===== config.mk =====
export PLATFORM = sky130hd
export DESIGN_NAME = pulse_packetiser
export DESIGN_NICKNAME = d
export VERILOG_FILES = /design/src/rtl/pulse_packetiser_pkg.sv /design/src/rtl/pulse_packetiser.sv
export SDC_FILE = /design/constraint.sdc
export NUM_CORES = 1
export LEC_CHECK = 0
export BUFFER_PORTS_ARGS = -buffer_cell sky130_fd_sc_hd__buf_2
export CORE_MARGIN = 2
export CORE_UTILIZATION = 58
export DETAILED_ROUTE_END_ITERATION = 7
export PLACE_DENSITY = 0.84
export SLEW_MARGIN = 10
export SYNTH_ARGS = -nofsm -noshare
export SYNTH_HDL_FRONTEND = slang
export SYNTH_SLANG_ARGS = --single-unit
export TNS_END_PERCENT = 10

===== constraint.sdc =====
create_clock -name ipClk -period 5.5 [get_ports ipClk]
set_input_delay 0.825 -clock ipClk [delete_from_list [all_inputs] [get_ports ipClk]]
set_output_delay 0.825 -clock ipClk [all_outputs]
set_load 0.01 [all_outputs]

===== src/rtl/pulse_packetiser_pkg.sv =====
// Shared types for the radar front end: the PACKET beat format consumed by
// the processor input queue and the packetiser line-capture states.
package pulse_packetiser_pkg;

  // Data width carried by a PACKET beat; matches the ADC sample width.
  localparam int PacketWidth = 14;

  // One beat of the processor input stream. Framing bits are only meaningful
  // while Valid is high and are driven to 0 otherwise.
  typedef struct packed {
    logic                   SoP;
    logic                   EoP;
    logic [PacketWidth-1:0] Data;
    logic                   Valid;
  } PACKET;

  // Line capture progress: waiting for a trigger, skipping the start delay,
  // or forwarding samples of the range line.
  typedef enum logic [1:0] {
    IDLE    = 2'd0,
    DELAY   = 2'd1,
    CAPTURE = 2'd2
  } PACKETISER_STATE;

  // Saturation ceiling of the missed-trigger counter.
  localparam logic [15:0] MissedMax = 16'hFFFF;

endpackage


===== src/rtl/pulse_packetiser.sv =====
// Captures one range line of ADC samples per radar pulse trigger and emits it
// as a PACKET stream. Also tracks the pulse index within the Doppler frame and
// counts trigger edges that arrive while a line is still in progress.
module pulse_packetiser
  import pulse_packetiser_pkg::*;
#(
  parameter int Width          = 14,
  parameter int Length         = 2500,
  parameter int PulsesPerFrame = 128,
  parameter int DelayWidth     = 16,
  localparam int PulseWidth    = (PulsesPerFrame > 1) ? $clog2(PulsesPerFrame) : 1
) (
  input  logic                  ipClk,
  input  logic                  ipReset,
  input  logic                  ipEnable,
  input  logic [DelayWidth-1:0] ipDelay,
  input  logic                  ipTrigger,
  input  logic [Width-1:0]      ipADC_Data,
  input  logic                  ipADC_Valid,
  output PACKET                 opPacket,
  output logic                  opBusy,
  output logic [PulseWidth-1:0] opPulseCount,
  output logic                  opFrameDone,
  output logic [15:0]           opMissedTriggers
);

  localparam int SampleWidth = (Length > 1) ? $clog2(Length) : 1;
  localparam logic [SampleWidth-1:0] LastSample = SampleWidth'(Length - 1);
  localparam logic [PulseWidth-1:0]  LastPulse  = PulseWidth'(PulsesPerFrame - 1);

  PACKETISER_STATE        state;
  PACKETISER_STATE        stateNext;
  logic                   triggerDly;
  logic                   edgeDetect;
  logic [DelayWidth-1:0]  delayCount;
  logic [DelayWidth-1:0]  delayCountNext;
  logic [SampleWidth-1:0] sampleCount;
  logic [SampleWidth-1:0] sampleCountNext;
  logic [PulseWidth-1:0]  pulseCount;
  logic [15:0]            missedCount;
  PACKET                  packetReg;
  PACKET                  packetNext;
  logic                   frameDoneReg;
  logic                   lineEnd;

  // Rising edge of the trigger level; triggerDly resets high so a trigger
  // already high when reset is released does not start a line.
  assign edgeDetect = ipTrigger & ~triggerDly;

  // Next-state, counter and output-beat decode for the line capture FSM.
  always_comb begin
    stateNext       = state;
    delayCountNext  = delayCount;
    sampleCountNext = sampleCount;
    packetNext      = '0;
    lineEnd         = 1'b0;
    case (state)
      IDLE: begin
        if (edgeDetect && ipEnable) begin
          delayCountNext = ipDelay;
          stateNext      = (ipDelay != '0) ? DELAY : CAPTURE;
        end
      end
      DELAY: begin
        // The strobe that exhausts the delay is itself discarded.
        if (ipADC_Valid) begin
          delayCountNext = delayCount - DelayWidth'(1);
          if (delayCount == DelayWidth'(1)) begin
            stateNext = CAPTURE;
          end
        end
      end
      CAPTURE: begin
        if (ipADC_Valid) begin
          packetNext.Valid = 1'b1;
          packetNext.Data  = ipADC_Data;
          packetNext.SoP   = (sampleCount == '0);
          packetNext.EoP   = (sampleCount == LastSample);
          if (sampleCount == LastSample) begin
            sampleCountNext = '0;
            lineEnd         = 1'b1;
            stateNext       = IDLE;
          end else begin
            sampleCountNext = sampleCount + SampleWidth'(1);
          end
        end
      end
      default: begin
        stateNext = IDLE;
      end
    endcase
  end

  // State, counters and the registered output beat.
  always_ff @(posedge ipClk) begin
    if (!ipReset) begin
      state        <= IDLE;
      triggerDly   <= 1'b1;
      delayCount   <= '0;
      sampleCount  <= '0;
      pulseCount   <= '0;
      missedCount  <= '0;
      packetReg    <= '0;
      frameDoneReg <= 1'b0;
    end else begin
      state        <= stateNext;
      triggerDly   <= ipTrigger;
      delayCount   <= delayCountNext;
      sampleCount  <= sampleCountNext;
      packetReg    <= packetNext;
      frameDoneReg <= lineEnd && (pulseCount == LastPulse);
      if (lineEnd) begin
        pulseCount <= pulseCount + PulseWidth'(1);
      end
      // Any edge while a line is in flight is dropped, including one in the
      // same cycle as the EoP sample.
      if (edgeDetect && (state != IDLE) && (missedCount != MissedMax)) begin
        missedCount <= missedCount + 16'd1;
      end
    end
  end

  // Busy stays high through the cycle that presents the EoP beat.
  assign opBusy           = (state != IDLE) | (packetReg.Valid & packetReg.EoP);
  assign opPacket         = packetReg;
  assign opPulseCount     = pulseCount;
  assign opFrameDone      = frameDoneReg;
  assign opMissedTriggers = missedCount;

endmodule


==> results.md <==
- Row count: 28
- Post-Synthesis Cells: 424
- Overall power: ~1.0 mW
- Yosys top cell area share: between 40% and 50%
- Worst Path Required: roughly 5800 ps
- Clk slew on worst S/H paths: ~80 ps
- Post-Synth Simple-Gate Area: approximately 31%
- Flops & latches, synth: 72
- CP endpoint kind: flop
- Initial DRC Count: roughly 220
- Syn nets: 465
- Final min period: about 2700 ps
- Number of buffers added on ports: 76
- Filler cell count: 490
- Setup violators final: 0
- Post-synth cell types: 56
- Largest family of logic cells by synthesized area: simple AND/OR/NAND/NOR gates
- Post-CTS Resized: 0
- Worst rel slew slack: between 20% and 30%
- Die Area: 6770 um^2
- Max Slew Vio Count: 0
- Sequential cell area fraction in the yosys report: 40.6%
- Asr flop ratio synth: 0%
- Ranking of synthesized cells by area: dfxtp_1 41%, nand2_1 4.1%, a21oi_1 3.7%
- Post-route ant nets: 0
- Synth Area in Compound Gates: a little under a fifth
- Power share of the clock group: ~37%
- Switching share of power: between 20% and 30%
- Sum of negative setup slack: 0 ps
- Area post-placement: just under 4000 um^2
- Most frequent cells after synthesis: 72 x dfxtp_1, 39 x nand2_1, 26 x a21oi_1, 26 x nor2_1, 23 x clkbuf_1
- Final period util: 48.2%
- Peak supply drop: roughly 160 uV
- Hold Fails Final Rpt: 0
- First-pass GRT wire length: around 14000 um
- CTS Sinks: slightly above 70
- Global router's overall resource usage: 26.5%
- Layout overhead on the synthesized area: 15.9%
- Post-DP HPWL: between 6000 and 7000 um
- Gate power share: about a tenth
- TritonCTS clock tree: done
- Peak Freq: roughly 0.38 GHz
- Vias in the first global route: approximately 3200
- Hold-fix buffers at CTS: 0
- Leading area contributor after synthesis: dfxtp_1
- Initial antenna violation count: 0
- Synthesized area: between 3000 and 4000 um^2
- Routed vias: roughly 3600
- EDFF count, synth: 0
- Worst Path Arrival: approximately 3000 ps
- Sw Pwr: 275 uW
- I/O Pins: 77
- Setup crit start kind: flop
- Post-Synth Adder-Cell Area: ~2.1%
- Core footprint: approximately 5900 um^2
- Sequential cell area: 1440 um^2
- WHS: 489 ps
- YS warnings: 0
- Critical path class: reg -> reg
- Ys flop type: dfxtp_1
- Status: complete, no violations
- RSZ-0062 raised after global routing: no
- Max clock buf depth: 2
- Max cap viols: 0
- Drt wl/cell: 15.4 um
- Starting Density: roughly 60%
- Fin area: 4120 um^2
- PD cells: approximately 250 nW/um^2
- WL final: 8750 um
- Die Height: roughly 82 um
- Share of cells above drive strength 1: between 20% and 30%
- Area used by multi-input combinational logic: roughly 2000 um^2
- Worst-margin pin slew: approximately 1100 ps
- Worst-Skew Late Latency: between 300 and 400 ps
- GR Overflow Total: 0
- HP Class: reg -> reg
- Number of remaining DRC errors: 0
- CTS buffer count: 9
- CP max FO: 26
- Most common cell in the netlist: dfxtp_1
- Global placement routability congestion: around 0.93
- Leakage power: approximately 1.7 nW
- Clk_skew: about 5.9 ps
- Sequential power share: a little over half
- Nets: 529
- Avg Cell Area, Syn: 8.38 um^2
- Pint: approximately 750 uW
- Multiplexer share of the synthesized area: under 10%
- CTS root buf: clkbuf_8
- Antenna diode count: 0
- Largest net degree at the start of global routing: 49
- H-Tree Depth: 3
- Synth Area in XOR/XNOR: under 10%
- Detailed Routing Iterations Pass 1: 5
- Average vias per placed instance: ~6.3
- Die W: around 82 um
- Post-CTS setup buffers: 0
-- power groups by stage --
stage | Combinational [mW] | Sequential, mW | Clock (mW)
final | 0.107 | 0.541 | 0.376
after CTS | 0.105 | 0.541 | 0.381
after global routing | 0.115 | 0.542 | 0.408
after global placement | 0.102 | 0.552 | 0
after detailed placement | 0.105 | 0.553 | 0
after floorplan | 0.0773 | 0.547 | 0
-- routing by layer --
layer / GRT usage [%] / up-vias / share of wire, %
met4: 9.50 / 0 / 1.1
met3: 5.65 / 14 / 6.0
met2: 44.0 / 141 / 49
met5: 0 / - / 0
met1: 33.9 / 1670 / 44
li1: - / 1733 / -
-- worst max-delay path: stages (launching register included) --
cell,delay [ps]
dfxtp_1,570
nand3b_1,720
or3_1,610
or4_1,510
a21oi_1,160
-- layout make-up --
cell class / instances / area share (%)
well taps: 75 / 2.28
flip-flops and latches: 72 / 35.0
repair buffers: 77 / 9.42
inverters: 12 / 1.09
clock buffers: 12 / 3.52
multi-input cells: 316 / 48.0
clock inverters: 4 / 0.699
-- worst paths after layout --
kind	slack, ps	endpoint	cells past startpoint	startpoint
max	2850	sampleCount[11]	4	state[0]
min	490	opMissedTriggers[5]	1	opMissedTriggers[5]
max reg2reg	2850	sampleCount[11]	4	state[0]
min reg2reg	490	opMissedTriggers[5]	1	opMissedTriggers[5]
-- cell usage in the layout, fill, tap and decap left out, types with 3 or more instances in the layout --
cell type / count
a21oi_1: 26
o311ai_0: 3
nor4_1: 14
xnor2_1: 5
nor3_1: 16
buf_2: 76
nand2_1: 39
mux2i_1: 8
or3_1: 5
and3_1: 20
o21ai_0: 18
nor2b_1: 3
and2_1: 4
xor2_1: 3
nand3b_1: 3
o221ai_1: 4
nand3_1: 20
a31oi_1: 5
nand2b_1: 10
or4_1: 10
o31ai_1: 9
a211oi_1: 4
o41ai_1: 5
ha_1: 6
nand4_1: 10
and4_1: 8
clkbuf_8: 10
dfxtp_1: 72
nor2_1: 26
inv_1: 11
-- flip-flops by register name, indices dropped and copies added, names as in the netlist --
name              flops
sampleCount          12
opMissedTriggers     16
opFrameDone           1
delayCount           16
opPulseCount          7
opPacket             17
state                 2
triggerDly            1
-- per-stage QoR --
step / std cells / setup slack [ps] / utilization, %
2_1_floorplan: 424 / 3270 / -
3_3_place_gp: 552 / 2760 / 66.6
3_5_place_dp: 552 / 2660 / 66.6
4_1_cts: 568 / 2880 / 69.5
5_1_grt: 568 / 2670 / 69.5
6_report: 568 / 2850 / 69.5
-- kinds of logic after synthesis --
kind of cell / Yosys count
and+or+nand+nor: 197
AOI/OAI and AO/OA: 97
DFF: 72
buffers and inverters: 36
xor gates and xnor gates: 8
muxes: 8
adders and majority gates: 6
Note: power is estimated with default switching activity, not from simulation.
